`src/rtl/ddr_scrub_ctl_pkg.sv`:
```
// Shared definitions for the DDR zero-fill scrubber: FSM encoding, burst geometry
// and AXI write constants.
package ddr_scrub_ctl_pkg;

    typedef enum logic [2:0] {
        ST_IDLE  = 3'd0,
        ST_AW    = 3'd1,
        ST_W     = 3'd2,
        ST_DRAIN = 3'd3,
        ST_DONE  = 3'd4
    } scrub_state_e;

    localparam int unsigned BURST_BYTES = 4096;
    localparam int unsigned BEATS       = 64;
    localparam int unsigned BEAT_W      = $clog2(BEATS);
    localparam int unsigned DATA_W      = 512;
    localparam int unsigned STRB_W      = DATA_W / 8;

    localparam logic [7:0] AXI_LEN  = 8'(BEATS - 1);
    localparam logic [2:0] AXI_SIZE = 3'd6;

    function automatic logic [63:0] next_burst(input logic [63:0] addr);
        return addr + 64'(BURST_BYTES);
    endfunction

endpackage

```
`src/rtl/ddr_scrub_ctl_outst.sv`:
```
// scrub_outst_cnt: saturating up/down count of AXI write bursts still awaiting a
// B response, with full/empty flags for the AW throttle and the drain exit.
module scrub_outst_cnt #(
    parameter int unsigned MAX_OUTST = 8
) (
    input  logic clk,
    input  logic rst_n,
    input  logic inc,
    input  logic dec,
    output logic full,
    output logic empty
);

    localparam int unsigned CNT_W = $clog2(MAX_OUTST + 1);

    logic [CNT_W-1:0] cnt_q, cnt_d;
    logic             do_inc, do_dec;

    always_comb begin
        // A simultaneous inc/dec is always legal, even at the limits.
        do_inc = inc && (!full || dec);
        do_dec = dec && (!empty || inc);
        cnt_d  = cnt_q;
        if (do_inc && !do_dec) begin
            cnt_d = cnt_q + 1'b1;
        end else if (do_dec && !do_inc) begin
            cnt_d = cnt_q - 1'b1;
        end
    end

    always_ff @(posedge clk or negedge rst_n) begin
        if (!rst_n) begin
            cnt_q <= '0;
        end else begin
            cnt_q <= cnt_d;
        end
    end

    assign full  = (cnt_q == CNT_W'(MAX_OUTST));
    assign empty = (cnt_q == '0);

endmodule

```
`src/rtl/ddr_scrub_ctl.sv`:
```
// DDR scrubber: zero-fills [0, ADDR_LIMIT) with 4 KiB AXI write bursts.
// Build option SCRUB_ERR_STOP_EN: a B error aborts the scrub and ends in DONE.
//
// state | meaning
// IDLE  | waiting for scrb_enable
// AW    | presenting the next burst address (held back while outstanding is full)
// W     | streaming the 64 zero beats of the accepted burst
// DRAIN | no new bursts; waiting for all B responses
// DONE  | region finished (or error stop); held until scrb_enable drops
module ddr_scrub_ctl
    import ddr_scrub_ctl_pkg::*;
#(
    parameter logic [63:0] ADDR_LIMIT = 64'h4_0000_0000,
    parameter int unsigned MAX_OUTST  = 8,
    parameter logic [15:0] AXI_ID     = 16'h0
) (
    input  logic              clk,
    input  logic              rst_n,
    input  logic              scrb_enable,
    output logic [63:0]       scrb_addr,
    output logic [2:0]        scrb_state,
    output logic              scrb_done,
    output logic              scrb_err,
    output logic [15:0]       awid,
    output logic [63:0]       awaddr,
    output logic [7:0]        awlen,
    output logic [2:0]        awsize,
    output logic              awvalid,
    input  logic              awready,
    output logic [15:0]       wid,
    output logic [DATA_W-1:0] wdata,
    output logic [STRB_W-1:0] wstrb,
    output logic              wlast,
    output logic              wvalid,
    input  logic              wready,
    input  logic [15:0]       bid,
    input  logic [1:0]        bresp,
    input  logic              bvalid,
    output logic              bready
);

    scrub_state_e      state_q, state_d;
    logic [63:0]       addr_cnt_q, addr_cnt_d;
    logic [63:0]       scrb_addr_q, scrb_addr_d;
    logic [BEAT_W-1:0] beat_q, beat_d;
    logic              err_q, err_d;
    logic              outst_full, outst_empty;
    logic              aw_hs, w_hs, b_hs;
    logic              err_stop, abort;
    logic [63:0]       addr_next;

    assign bready = 1'b1;

    // Responses carrying a foreign ID are not ours to count.
    assign aw_hs = awvalid && awready;
    assign w_hs  = wvalid && wready;
    assign b_hs  = bvalid && bready && (bid == AXI_ID);

    assign addr_next = next_burst(addr_cnt_q);

`ifdef SCRUB_ERR_STOP_EN
    assign err_stop = err_q;
`else
    assign err_stop = 1'b0;
`endif

    assign abort = !scrb_enable || err_stop;

    // Outstanding only grows on an AW handshake, so awvalid cannot fall before awready.
    assign awvalid = (state_q == ST_AW) && !outst_full;
    assign wvalid  = (state_q == ST_W);
    assign wlast   = wvalid && (beat_q == BEAT_W'(BEATS - 1));

    assign awid   = AXI_ID;
    assign awaddr = addr_cnt_q;
    assign awlen  = AXI_LEN;
    assign awsize = AXI_SIZE;
    assign wid    = AXI_ID;
    assign wdata  = '0;
    assign wstrb  = '1;

    assign scrb_addr  = scrb_addr_q;
    assign scrb_state = state_q;
    assign scrb_done  = (state_q == ST_DONE);
    assign scrb_err   = err_q;

    scrub_outst_cnt #(
        .MAX_OUTST (MAX_OUTST)
    ) u_outst (
        .clk   (clk),
        .rst_n (rst_n),
        .inc   (aw_hs),
        .dec   (b_hs),
        .full  (outst_full),
        .empty (outst_empty)
    );

    always_comb begin
        state_d     = state_q;
        addr_cnt_d  = addr_cnt_q;
        scrb_addr_d = scrb_addr_q;
        beat_d      = beat_q;
        err_d       = err_q;

        if (b_hs && (bresp != 2'b00)) begin
            err_d = 1'b1;
        end

        unique case (state_q)
            ST_IDLE: begin
                if (scrb_enable) begin
                    state_d     = ST_AW;
                    addr_cnt_d  = '0;
                    scrb_addr_d = '0;
                    beat_d      = '0;
                end
            end
            ST_AW: begin
                if (aw_hs) begin
                    state_d     = ST_W;
                    scrb_addr_d = addr_cnt_q;
                    beat_d      = '0;
                end else if (outst_full && abort) begin
                    state_d = ST_DRAIN;
                end
            end
            ST_W: begin
                if (w_hs) begin
                    if (wlast) begin
                        beat_d     = '0;
                        addr_cnt_d = addr_next;
                        if ((addr_next < ADDR_LIMIT) && !abort) begin
                            state_d = ST_AW;
                        end else begin
                            state_d = ST_DRAIN;
                        end
                    end else begin
                        beat_d = beat_q + 1'b1;
                    end
                end
            end
            ST_DRAIN: begin
                // Reaching the limit means the region is covered, even if enable dropped late.
                if (outst_empty) begin
                    if ((addr_cnt_q >= ADDR_LIMIT) || err_stop) begin
                        state_d = ST_DONE;
                    end else begin
                        state_d = ST_IDLE;
                    end
                end
            end
            ST_DONE: begin
                if (!scrb_enable) begin
                    state_d = ST_IDLE;
                    err_d   = 1'b0;
                end
            end
            default: begin
                state_d = ST_IDLE;
            end
        endcase
    end

    always_ff @(posedge clk or negedge rst_n) begin
        if (!rst_n) begin
            state_q     <= ST_IDLE;
            addr_cnt_q  <= '0;
            scrb_addr_q <= '0;
            beat_q      <= '0;
            err_q       <= 1'b0;
        end else begin
            state_q     <= state_d;
            addr_cnt_q  <= addr_cnt_d;
            scrb_addr_q <= scrb_addr_d;
            beat_q      <= beat_d;
            err_q       <= err_d;
        end
    end

endmodule

```
`config.mk`:
```
export PLATFORM = sky130hd
export DESIGN_NAME = ddr_scrub_ctl
export DESIGN_NICKNAME = d
export VERILOG_FILES = /design/src/rtl/ddr_scrub_ctl_pkg.sv /design/src/rtl/ddr_scrub_ctl_outst.sv /design/src/rtl/ddr_scrub_ctl.sv
export SDC_FILE = /design/constraint.sdc
export NUM_CORES = 1
export LEC_CHECK = 0
export ABC_AREA = 0
export CAP_MARGIN = 10
export CORE_AREA = 2 2 302 304
export CTS_BUF_LIST = sky130_fd_sc_hd__clkbuf_16
export DETAILED_ROUTE_END_ITERATION = 12
export DIE_AREA = 0 0 304 306
export PLACE_DENSITY_LB_ADDON = 0.12
export REMOVE_ABC_BUFFERS = 1
export SLEW_MARGIN = 20
export SYNTH_ARGS = -nofsm -noshare
export SYNTH_HDL_FRONTEND = slang
export SYNTH_SLANG_ARGS = --single-unit
```
`constraint.sdc`:
```
create_clock -name clk -period 6.3 [get_ports clk]
set_clock_uncertainty 0.15 [all_clocks]
set_input_delay 0.63 -clock clk [delete_from_list [all_inputs] [get_ports clk]]
set_output_delay 0.63 -clock clk [all_outputs]
set_load 0.005 [all_outputs]
```
==> impl_metrics.ini <==
[run_status]
run_status = completed

[critical_path]
crit_type = reg -> reg
cp_max_fo = 13
r2r-end = scrb_state[1]
cp_slowest_cell = dfrtp_1
arrival_ps = 3870
ff2ff_path_depth = 8
cp_top_family = simple AND/OR/NAND/NOR gates
endpoint_kind = flop
reg2reg_slack_ps = 2620
crit_path_cell_trace = nand4_1 > nor3_2 > and4_1 > nand3_2 > xor2_1 > o211ai_1 > a211o_1 > o32a_1
worstPathRequired_ps = 6490
worstReg2RegStart = awaddr[47]
worst_setup_path_start_kind = flop
slowest_delay_ps = 690
path_buf_inv = 0

[job]
drv_cap = 0

[global_route]
grt.overflow.total = 0
grt_max_degree = 68
antenna_found_initial = 1
grtUsageTotal_pct = 6.888
grt_pass1_wl_mm = 46.20
grt_pass1_vias = 6308

[finish]
syn2layout_area_growth_pct = 8.056
nFillCells = 10310
antenna_cells = 0
seqCellArea_um2 = 2978
final_net_count = 1527
multi_input_area_um2 = 5555
drive_above_1_share_pct = 4.440

[clock_network]
cts_resized = 0
clock_path_buffers = 2
htreeDepth = 4
cts_tree = done
cts_root_buf = clkbuf_16
cts_made_buffers = 17
ctsHoldBuffers = 0
clk_pin_slew_ps = 70
cts.sinks = 119
clk_latency_ps = 480
cts_setup_buffers = 0

[synthesis]
synthesis.area_um2 = 11280
synth.distinct_cells = 63
syn_inst = 1395
ys.flop_type = dfrtp_1
synth-seq-cells = 119
synth_edf_count = 0
seq_area_frac_synth_pct = 26.41
synth_area_per_cell_um2 = 8.083
yosys_warnings = 0
synth-async-reset-ratio_pct = 100.0

[routing]
drt_iter0_markers = 279
vias = 7493
wl_per_cell_um = 12.70
final_antenna_net_count = 0
drc = 0
drtPass1Iterations = 7
viasPerCell = 2.791
routed_wl_mm = 34.09

[pwr]
swShare_pct = 39.58
pwr-share-seq_pct = 32.5
pwr-share-clk_pct = 39.5
p_leak_uw = 0.005522
power.switching_uw = 1025
intPower_uw = 1565
power.density_nw_per_um2 = 212.5
ir_drop_mv = 0.1515
p_comb_share_pct = 28.0

[timing]
tightest_slew_ps = 974.0
drv_slew = 0
grt_setup_unrepaired = no
slew_headroom_pct = 34.99
tns_ps = 0
fmax_mhz = 271.5
setup-violations-final = 0
post-route-period-util_pct = 58.47
setup_ws_ps = 2617
hold_viol = 0
fin_crit_ps = 3683

[floorplan]
core-area_um2 = 89600
rows = 110
dieArea_um2 = 93020
chipHeight_um = 306
start_util_pct = 12.58
die_w_um = 304
top_level_ports = 780

[place]
io_buffers = 147
place.gp.congestion = 0.6845
place_ws_ps = 2596
dp_hpwl_mm = 25.44

[min_path]
hold_path_class = in -> async
[power by group through the flow]
| stage | combinational (uW) | sequential, uW | clock (uW) |
|---|---|---|---|
| 3_3_place_gp | 722 | 855 | 0 |
| 5_1_grt | 833 | 846 | 1110 |
| 4_1_cts | 723 | 841 | 1090 |
| 6_report | 726 | 841 | 1020 |
| 3_5_place_dp | 721 | 855 | 0 |
| 2_1_floorplan | 397 | 841 | 0 |
[metal layers]
| layer | global-route usage [%] | vias up | part of all wire [%] |
|---|---|---|---|
| met4 | 2.314 | 0 | 1.3 |
| met2 | 11.27 | 376 | 50 |
| met5 | 0 | - | 0 |
| met1 | 8.614 | 3581 | 42 |
| li1 | - | 3520 | - |
| met3 | 2.032 | 16 | 6.4 |
[layout make-up]
| class | instances | area share (%) |
|---|---|---|
| multi-input combinational | 1193 | 45.59 |
| clock buffer | 17 | 3.491 |
| clock inverter | 15 | 1.243 |
| inverter | 8 | 0.2465 |
| timing repair buffer | 157 | 12.91 |
| sequential | 119 | 24.44 |
| tap | 1176 | 12.08 |
[synthesized netlist by cell type, types with 3 or more instances]
cell | instances | area (um^2)
o21ai_1 | 18 | 90.09
or4_1 | 3 | 22.52
nand2_1 | 145 | 544.3
and2_1 | 7 | 43.79
nor3_1 | 13 | 65.06
and3_1 | 16 | 100.1
nor3b_1 | 3 | 22.52
clkbuf_1 | 41 | 153.9
o211ai_1 | 3 | 22.52
a21oi_1 | 22 | 110.1
nand3_1 | 25 | 125.1
ha_1 | 6 | 75.07
o21ai_0 | 106 | 530.5
dfrtp_1 | 119 | 2978
buf_4 | 645 | 4842
a31oi_1 | 14 | 87.58
nor2_1 | 45 | 168.9
or3_1 | 3 | 18.77
and4_1 | 5 | 43.79
inv_1 | 6 | 22.52
buf_1 | 3 | 11.26
nand4_1 | 20 | 125.1
xor2_1 | 10 | 87.58
a21o_1 | 3 | 22.52
o31ai_1 | 15 | 112.6
nor4_1 | 12 | 75.07
buf_2 | 14 | 70.07
xnor2_1 | 20 | 175.2
o41ai_1 | 5 | 43.79
[flip-flops by register name, indices dropped and copies added, names as in the netlist]
name	cells
u_outst.cnt_q	4
scrb_state	3
awaddr	52
scrb_addr	53
beat_q	6
scrb_err	1
[logic make-up after synthesis]
group / synth area share, %
other: 0.06660
adders and majority gates: 0.8433
xor gates and xnor gates: 2.330
AOI/OAI and AO/OA: 9.954
buffers and inverters: 45.49
and+or+nand+nor: 14.80
DFF: 26.41
muxes: 0.09986
[through the flow]
step / power, uW / instance area [um^2] / std cells / utilization [%] / hold slack (ps)
after floorplan: 1237 / 8541 / 1320 / - / 184.4
after global placement: 1577 / 11590 / 2652 / 12.93 / 315.3
after detailed placement: 1576 / 11590 / 2652 / 12.93 / 320.3
after CTS: 2654 / 12160 / 2684 / 13.58 / 53.10
after global routing: 2790 / 12180 / 2685 / 13.60 / 73.30
final: 2589 / 12180 / 2685 / 13.60 / 48.58
[placed cells by master (no fill, tap or decap), types with 4 or more instances in the layout]
| master | instances |
|---|---|
| conb_1 | 632 |
| clkdlybuf4s50_1 | 146 |
| nand2_1 | 145 |
| dfrtp_1 | 119 |
| o21ai_0 | 106 |
| nor2_1 | 43 |
| nand3_1 | 25 |
| a21oi_1 | 22 |
| nand4_1 | 20 |
| xnor2_1 | 20 |
| o21ai_1 | 18 |
| clkbuf_16 | 17 |
| and3_1 | 16 |
| o31ai_1 | 15 |
| a31oi_1 | 14 |
| nor3_1 | 13 |
| nor4_1 | 11 |
| xor2_1 | 10 |
| buf_4 | 8 |
| and2_1 | 7 |
| inv_1 | 6 |
| ha_1 | 6 |
| o41ai_1 | 5 |
| and4_1 | 5 |
| clkinvlp_4 | 4 |
[worst max path at each step]
stage,from,end,slack (ps),cells after the start
floorplan,beat_q[0],scrb_addr[12],710,8
global placement,awaddr[37],scrb_state[1],2630,9
detailed placement,scrb_enable,scrb_addr[61],2600,9
CTS,awaddr[37],scrb_state[1],2590,9
global route,awaddr[47],scrb_state[1],2380,8
finish,awaddr[47],scrb_state[1],2620,8
Note: power is estimated with default switching activity, not from simulation.
